$ cat config.mk
export PLATFORM = sky130hd
export DESIGN_NAME = mem_port_arbiter
export DESIGN_NICKNAME = d
export VERILOG_FILES = /design/src/rtl/mem_port_arbiter_pkg.sv /design/src/rtl/mem_port_arbiter_byte_lane_steer.sv /design/src/rtl/mem_port_arbiter.sv
export SDC_FILE = /design/constraint.sdc
export NUM_CORES = 1
export LEC_CHECK = 0
export ABC_AREA = 1
export BUFFER_PORTS_ARGS = -buffer_cell sky130_fd_sc_hd__buf_2
export CORE_ASPECT_RATIO = 0.75
export CORE_MARGIN = 5
export CORE_UTILIZATION = 45
export CTS_BUF_LIST = sky130_fd_sc_hd__clkbuf_4
export CTS_CLUSTER_SIZE = 16
export DETAILED_ROUTE_END_ITERATION = 6
export GPL_ROUTABILITY_DRIVEN = 0
export PLACE_DENSITY_LB_ADDON = 0.3
export SETUP_SLACK_MARGIN = 0.4
export SYNTH_ARGS = -nofsm -noshare
export SYNTH_HDL_FRONTEND = slang
export SYNTH_HIERARCHICAL = 1
export SYNTH_SLANG_ARGS = --single-unit
export TNS_END_PERCENT = 1
$ cat constraint.sdc
create_clock -name clk -period 4.6 [get_ports clk]
set_input_delay 0.23 -clock clk [delete_from_list [all_inputs] [get_ports clk]]
set_output_delay 0.23 -clock clk [all_outputs]
set_load 0.01 [all_outputs]
$ cat src/rtl/mem_port_arbiter_pkg.sv
// Shared definitions for the memory port arbiter: FSM states, result codes
// and small address/lane helpers.
package mem_port_arbiter_pkg;

   typedef enum logic [1:0] {
      ST_IDLE,
      ST_FETCH,
      ST_DATA,
      ST_SC_FAIL
   } arb_state_e;

   localparam logic [31:0] SC_SUCCESS  = 32'd1;
   localparam logic [31:0] SC_FAIL_VAL = 32'd0;
   localparam logic [31:0] ERR_DATA    = 32'hDEAD_BEEF;

   // Word-align a byte address for the memory bus.
   function automatic logic [31:0] word_addr(input logic [31:0] a);
      return {a[31:2], 2'b00};
   endfunction

   // Big-endian lane pick: lane 0 is bits [31:24], lane 3 is bits [7:0].
   function automatic logic [7:0] lane_byte(input logic [31:0] w, input logic [1:0] lane);
      logic [7:0] b;
      unique case (lane)
         2'd0:    b = w[31:24];
         2'd1:    b = w[23:16];
         2'd2:    b = w[15:8];
         default: b = w[7:0];
      endcase
      return b;
   endfunction

endpackage

$ cat src/rtl/mem_port_arbiter_byte_lane_steer.sv
// Combinational byte-lane steering: byte enables, store data replication
// and zero/sign extension of byte loads.
module byte_lane_steer
   import mem_port_arbiter_pkg::*;
(
   input  logic [1:0]  lane,
   input  logic        byte_acc,
   input  logic        sign_ext,
   input  logic [31:0] wdata,
   input  logic [31:0] mem_rdata,
   output logic [3:0]  be,
   output logic [31:0] wdata_out,
   output logic [31:0] rdata_out
);

   logic [7:0] sel_byte;

   // Word accesses pass through; byte accesses use one lane.
   always_comb begin
      sel_byte  = lane_byte(mem_rdata, lane);
      be        = 4'b1111;
      wdata_out = wdata;
      rdata_out = mem_rdata;
      if (byte_acc) begin
         be        = 4'b1000 >> lane;
         wdata_out = {4{wdata[7:0]}};
         rdata_out = {{24{sign_ext & sel_byte[7]}}, sel_byte};
      end
   end

endmodule

$ cat src/rtl/mem_port_arbiter.sv
// Arbitrates one single-ported, variable-latency memory between instruction
// fetch and the MEM stage, with starvation guard, SC resolution and timeout.
module mem_port_arbiter
   import mem_port_arbiter_pkg::*;
#(
   parameter int unsigned STARVE_LIMIT = 4,
   parameter int unsigned TIMEOUT      = 255
)(
   input  logic        clk,
   input  logic        rst,
   input  logic        if_req,
   input  logic [31:0] if_addr,
   output logic [31:0] if_rdata,
   output logic        if_ack,
   input  logic        dm_req,
   input  logic        dm_we,
   input  logic        dm_byte,
   input  logic        dm_signextend,
   input  logic        dm_sc,
   input  logic        dm_sc_mask,
   input  logic [31:0] dm_addr,
   input  logic [31:0] dm_wdata,
   output logic [31:0] dm_rdata,
   output logic        dm_ack,
   output logic        mem_req,
   output logic        mem_we,
   output logic [3:0]  mem_be,
   output logic [31:0] mem_addr,
   output logic [31:0] mem_wdata,
   input  logic [31:0] mem_rdata,
   input  logic        mem_ready,
   output logic        stall_if,
   output logic        stall_mem,
   output logic        mem_err
);

   localparam int unsigned SW = $clog2(STARVE_LIMIT + 1);
   localparam int unsigned TW = $clog2(TIMEOUT + 1);

   arb_state_e      state_q, state_d;
   logic [SW-1:0]   starve_q, starve_d;
   logic [TW-1:0]   tmo_q, tmo_d;
   logic            err_q, err_d;
   logic            mem_req_q, mem_req_d, mem_we_q, mem_we_d;
   logic [3:0]      mem_be_q, mem_be_d;
   logic [31:0]     mem_addr_q, mem_addr_d, mem_wdata_q, mem_wdata_d;
   logic            if_ack_q, if_ack_d, dm_ack_q, dm_ack_d;
   logic [31:0]     if_rdata_q, if_rdata_d, dm_rdata_q, dm_rdata_d;
   logic [1:0]      lane_q, lane_d;
   logic            byte_q, byte_d, sext_q, sext_d, sc_q, sc_d;

   logic [1:0]      st_lane;
   logic            st_byte, st_sext;
   logic [3:0]      st_be;
   logic [31:0]     st_wdata, st_rdata;

   // In IDLE the steering follows the live request (to register be/wdata);
   // during DATA it follows the attributes latched at grant (to extend rdata).
   always_comb begin
      if (state_q == ST_IDLE) begin
         st_lane = dm_addr[1:0];
         st_byte = dm_byte & ~dm_sc;
         st_sext = dm_signextend;
      end else begin
         st_lane = lane_q;
         st_byte = byte_q;
         st_sext = sext_q;
      end
   end

   byte_lane_steer u_steer (
      .lane      (st_lane),
      .byte_acc  (st_byte),
      .sign_ext  (st_sext),
      .wdata     (dm_wdata),
      .mem_rdata (mem_rdata),
      .be        (st_be),
      .wdata_out (st_wdata),
      .rdata_out (st_rdata)
   );

   // Next-state, arbitration, timeout and registered-output computation.
   always_comb begin
      state_d     = state_q;
      starve_d    = starve_q;
      tmo_d       = tmo_q;
      err_d       = err_q;
      mem_req_d   = mem_req_q;
      mem_we_d    = mem_we_q;
      mem_be_d    = mem_be_q;
      mem_addr_d  = mem_addr_q;
      mem_wdata_d = mem_wdata_q;
      if_ack_d    = 1'b0;
      dm_ack_d    = 1'b0;
      if_rdata_d  = if_rdata_q;
      dm_rdata_d  = dm_rdata_q;
      lane_d      = lane_q;
      byte_d      = byte_q;
      sext_d      = sext_q;
      sc_d        = sc_q;
      unique case (state_q)
         ST_IDLE: begin
            mem_req_d = 1'b0;
            if (dm_req && dm_sc && dm_sc_mask) begin
               state_d = ST_SC_FAIL;
            end else if (if_req && (!dm_req || starve_q == SW'(STARVE_LIMIT))) begin
               state_d    = ST_FETCH;
               mem_req_d  = 1'b1;
               mem_we_d   = 1'b0;
               mem_be_d   = '1;
               mem_addr_d = word_addr(if_addr);
            end else if (dm_req) begin
               state_d     = ST_DATA;
               mem_req_d   = 1'b1;
               mem_we_d    = dm_we | dm_sc;
               mem_be_d    = st_be;
               mem_addr_d  = word_addr(dm_addr);
               mem_wdata_d = st_wdata;
               lane_d      = dm_addr[1:0];
               byte_d      = st_byte;
               sext_d      = dm_signextend;
               sc_d        = dm_sc;
            end
            if (state_d == ST_FETCH) begin
               starve_d = '0;
            end else if (if_req && starve_q != SW'(STARVE_LIMIT)) begin
               starve_d = starve_q + SW'(1);
            end
         end
         ST_FETCH, ST_DATA: begin
            if (mem_ready || tmo_q == TW'(TIMEOUT - 1)) begin
               state_d   = ST_IDLE;
               mem_req_d = 1'b0;
               mem_we_d  = 1'b0;
               tmo_d     = '0;
               if (state_q == ST_FETCH) begin
                  if_ack_d   = 1'b1;
                  if_rdata_d = mem_ready ? mem_rdata : ERR_DATA;
               end else begin
                  dm_ack_d   = 1'b1;
                  dm_rdata_d = !mem_ready ? ERR_DATA : (sc_q ? SC_SUCCESS : st_rdata);
               end
               if (!mem_ready) begin
                  err_d = 1'b1;
               end
            end else begin
               tmo_d = tmo_q + TW'(1);
            end
         end
         ST_SC_FAIL: begin
            state_d    = ST_IDLE;
            dm_ack_d   = 1'b1;
            dm_rdata_d = SC_FAIL_VAL;
         end
         default: state_d = ST_IDLE;
      endcase
   end

   // State and registered outputs; reset aborts any transaction silently.
   always_ff @(posedge clk or negedge rst) begin
      if (!rst) begin
         state_q     <= ST_IDLE;
         starve_q    <= '0;
         tmo_q       <= '0;
         err_q       <= 1'b0;
         mem_req_q   <= 1'b0;
         mem_we_q    <= 1'b0;
         mem_be_q    <= '0;
         mem_addr_q  <= '0;
         mem_wdata_q <= '0;
         if_ack_q    <= 1'b0;
         dm_ack_q    <= 1'b0;
         if_rdata_q  <= '0;
         dm_rdata_q  <= '0;
         lane_q      <= '0;
         byte_q      <= 1'b0;
         sext_q      <= 1'b0;
         sc_q        <= 1'b0;
      end else begin
         state_q     <= state_d;
         starve_q    <= starve_d;
         tmo_q       <= tmo_d;
         err_q       <= err_d;
         mem_req_q   <= mem_req_d;
         mem_we_q    <= mem_we_d;
         mem_be_q    <= mem_be_d;
         mem_addr_q  <= mem_addr_d;
         mem_wdata_q <= mem_wdata_d;
         if_ack_q    <= if_ack_d;
         dm_ack_q    <= dm_ack_d;
         if_rdata_q  <= if_rdata_d;
         dm_rdata_q  <= dm_rdata_d;
         lane_q      <= lane_d;
         byte_q      <= byte_d;
         sext_q      <= sext_d;
         sc_q        <= sc_d;
      end
   end

   assign mem_req   = mem_req_q;
   assign mem_we    = mem_we_q;
   assign mem_be    = mem_be_q;
   assign mem_addr  = mem_addr_q;
   assign mem_wdata = mem_wdata_q;
   assign if_ack    = if_ack_q;
   assign dm_ack    = dm_ack_q;
   assign if_rdata  = if_rdata_q;
   assign dm_rdata  = dm_rdata_q;
   assign mem_err   = err_q;
   assign stall_if  = if_req & ~if_ack_q;
   assign stall_mem = dm_req & ~dm_ack_q;

endmodule
==> flow_summary_export.csv <==
group,metric,value,unit
run_status,outcome,"finished, final reports clean",
drt,dr.first_iter.drc_count,684,
floorplanning,io_pins,277,
placement,pre_cts_slack,1.357,ns
global_routing,antenna_found_initial,1,
sta,fin_crit,3.526,ns
critical_path,cp-start-kind,"register",
critical_path,r2r-start,"state_q[0]",
synth,synth_largest_area_cell,"dfrtp_1",
cts,cts_tree,"done",
cts,clock_path_buffers,2,
drt,drc_errors,0,
drt,vias,7960,
synth,synth_top_cell_area_share,50.45,%
critical_path,required,5.09,ns
critical_path,reg2reg_depth,8,
pwr,powerDensity,643.2,nW/um^2
sta,post-route-period-util,76.66,%
sta,rsz0062_at_grt,"no",
sta,setup_ws,1.074,ns
finish,drive_gt1_share,26.66,%
synth,postSynthAreaPerCell,7.906,sq um
global_routing,grt_max_degree,85,
drt,vias_per_cell,5.119,
cts,ctsRootBufferMaster,"clkbuf_4",
placement,numPlacedInstances,1395,
critical_path,cp_max_fo,37,
sta,finalMaxSlewViolations,0,
finish,multi_input_area,3161,sq um
synth,synth_edf_count,0,
global_routing,grt_pass1_vias,7802,
floorplanning,core_area,16670,sq um
cts,clock-sinks,153,
floorplanning,initial_core_util,45.52,%
finish,layout.nets,1471,
run,maxCapViolations,0,
finish,n_fill_cell,1398,
floorplanning,die_w,160.0,um
worst_hold_path,hold_path_depth,5,
sta,skew,0.02588,ns
sta,setup-violations-final,0,
sta,maxSlewHeadroom,22.12,%
placement,port_buffers,272,
floorplanning,dieArea,19590,sq um
synth,netlist_area,7590,sq um
finish,regArea,3829,sq um
drt,finalWirelength,25.06,mm
worst_hold_path,min_from,"dm_wdata[26]",
synth,async_flop_share,100.0,%
synth,synth_common_cells,"329 x nand2_1, 166 x o21ai_0, 153 x dfrtp_1",
sta,holdWs,0.04652,ns
finish,final_cells,1555,
cts,clock_latency,0.56,ns
synth,ys_ff_latch,153,
floorplanning,chipHeight,122.5,um
synth,synth_seq_area_share,50.45,%
global_routing,grt-ovfl-total,0,
sta,hold_viol,0,
critical_path,end_kind,"register",
placement,dp_hpwl,15.95,mm
sta,max_freq,283.6,MHz
cts,post_cts_buffers,0,
critical_path,crit_arrival,4.01,ns
sta,setup_tns,0,ns
cts,clk_pin_slew,0.13,ns
floorplanning,rows,41,
finish,area_growth,39.53,%
cts,cts_buffers,17,
critical_path,r2r-end,"mem_addr[23]",
cts,htreeDepth,4,
critical_path,critPathKind,"register to register",
critical_path,r2r_slack,1.07,ns
sta,worst_slew_pin_slew,1.167,ns
global_routing,grt_pass1_wl,40.45,mm
synth,synth_area_leaders,"dfrtp_1 50%, nand2_1 16%, o21ai_0 11%",
drt,drtPass1Iterations,5,
worst_hold_path,whs_endpoint,"mem_wdata[26]",
drt,drt-wirelength-per-cell,16.12,um
pwr,p_leak,5.719,nW
worst_hold_path,hp-class,"primary input to register",
synth,ys_warn_count,6,
synth,ys.flop_type,"dfrtp_1",
synth,yosysMostFrequentCell,"nand2_1",
synth,ys_types,36,
pwr,ir_drop,0.0003862,V
drt,antenna_left,0,
global_routing,grt_usage,25.66,%
synth,postSynthCellCount,960,
-- power breakdown --
part	total, mW	internal (mW)	switching [mW]
Sequential	2.27	1.95	0.328
Clock	1.07	0.552	0.522
Combinational	3.46	1.36	2.11
Total	6.81	3.85	2.96
-- stage by stage --
| stage | utilization, % | power, mW | area (sq um) |
|---|---|---|---|
| 6_report | 63.52 | 6.812 | 10590 |
| 3_5_place_dp | 53.61 | 5.430 | 8937 |
| 3_3_place_gp | 53.61 | 5.358 | 8937 |
| 4_1_cts | 63.50 | 6.792 | 10590 |
| 2_1_floorplan | - | 4.381 | 7594 |
| 5_1_grt | 63.52 | 7.378 | 10590 |
-- how the worst max path moves through the flow --
stage / startpoint / end / slack, ns / cells after the start
4_1_cts: state_q[0] / mem_addr[2] / 1.20 / 8
3_3_place_gp: state_q[0] / dm_rdata[0] / 1.42 / 12
6_report: state_q[0] / mem_addr[23] / 1.07 / 8
3_5_place_dp: state_q[1] / dm_rdata[0] / 1.36 / 12
5_1_grt: state_q[1] / mem_addr[25] / 0.76 / 8
2_1_floorplan: state_q[1] / dm_rdata[0] / 2.00 / 12
-- cell usage in the layout, fill, tap and decap left out, drive strengths merged --
cell	Yosys	layout
o22ai	2	2
inv	61	64
o31ai	1	1
clkinv	0	3
clkbuf	30	18
dlygate4sd3	0	127
nand3	15	15
ha	7	7
o21bai	1	1
conb	1	2
xor2	2	2
nor3	2	2
bufinv	0	6
buf	34	283
clkinvlp	0	2
nand2	333	333
a21boi	1	1
o21ai	204	204
dfrtp	153	153
o211ai	2	2
nor2	75	75
a31o	1	1
a21oi	28	28
nand4	4	4
nor3b	2	2
diode	0	1
nand3b	1	1
-- state kept, by name, summed over array words and instances (netlist names) --
register   flops
dm_rdata      32
if_rdata      32
mem_wdata     32
mem_addr      30
tmo_q          8
mem_be         4
starve_q       3
lane_q         2
state_q        2
byte_q         1
dm_ack         1
if_ack         1
mem_err        1
mem_req        1
mem_we         1
sc_q           1
sext_q         1
-- timing repair --
item / 4_1_cts / 5_1_grt
gates resized for setup: 0 / 0
endpoints found under the hold margin: 179 / 0
hold buffers: 127 / 0
-- kinds of logic after synthesis --
kind of cell | after synthesis | synth area share [%]
and+or+nand+nor | 432 | 22.67
AOI/OAI and AO/OA | 240 | 17.49
DFF | 153 | 50.45
buffers and inverters | 125 | 7.962
adders and majority gates | 7 | 1.154
xor gates and xnor gates | 2 | 0.2308
other | 1 | 0.04941
-- critical path, cell delays in order (launching register included) --
cell,delay (ns)
dfrtp_1,0.43
inv_1,0.09
ha_1,0.45
inv_1,0.18
buf_4,0.29
nor2_2,0.93
o21ai_0,0.25
o21ai_0,0.24
dlygate4sd3_1,0.58
-- layout make-up --
| type | count | area share (%) |
|---|---|---|
| Inverter | 61 | 2.162 |
| Timing Repair Buffer | 410 | 25.70 |
| Clock buffer | 18 | 1.276 |
| Tap cell | 215 | 2.540 |
| Sequential cell | 153 | 36.15 |
| Antenna cell | 1 | 0.02363 |
| Multi-Input combinational cell | 683 | 29.84 |
| Clock inverter | 14 | 2.304 |
-- per-layer routing --
layer	share of wire, %	wire length [um]	vias to the layer above	track usage [%]
met5	0	0	-	0
met4	2.0	500	0	6.878
met3	9.1	2281	46	8.090
met2	46	11590	353	40.87
met1	43	10690	3763	34.33
li1	-	-	3798	-
No activity file was read; power rests on OpenSTA's default activity.
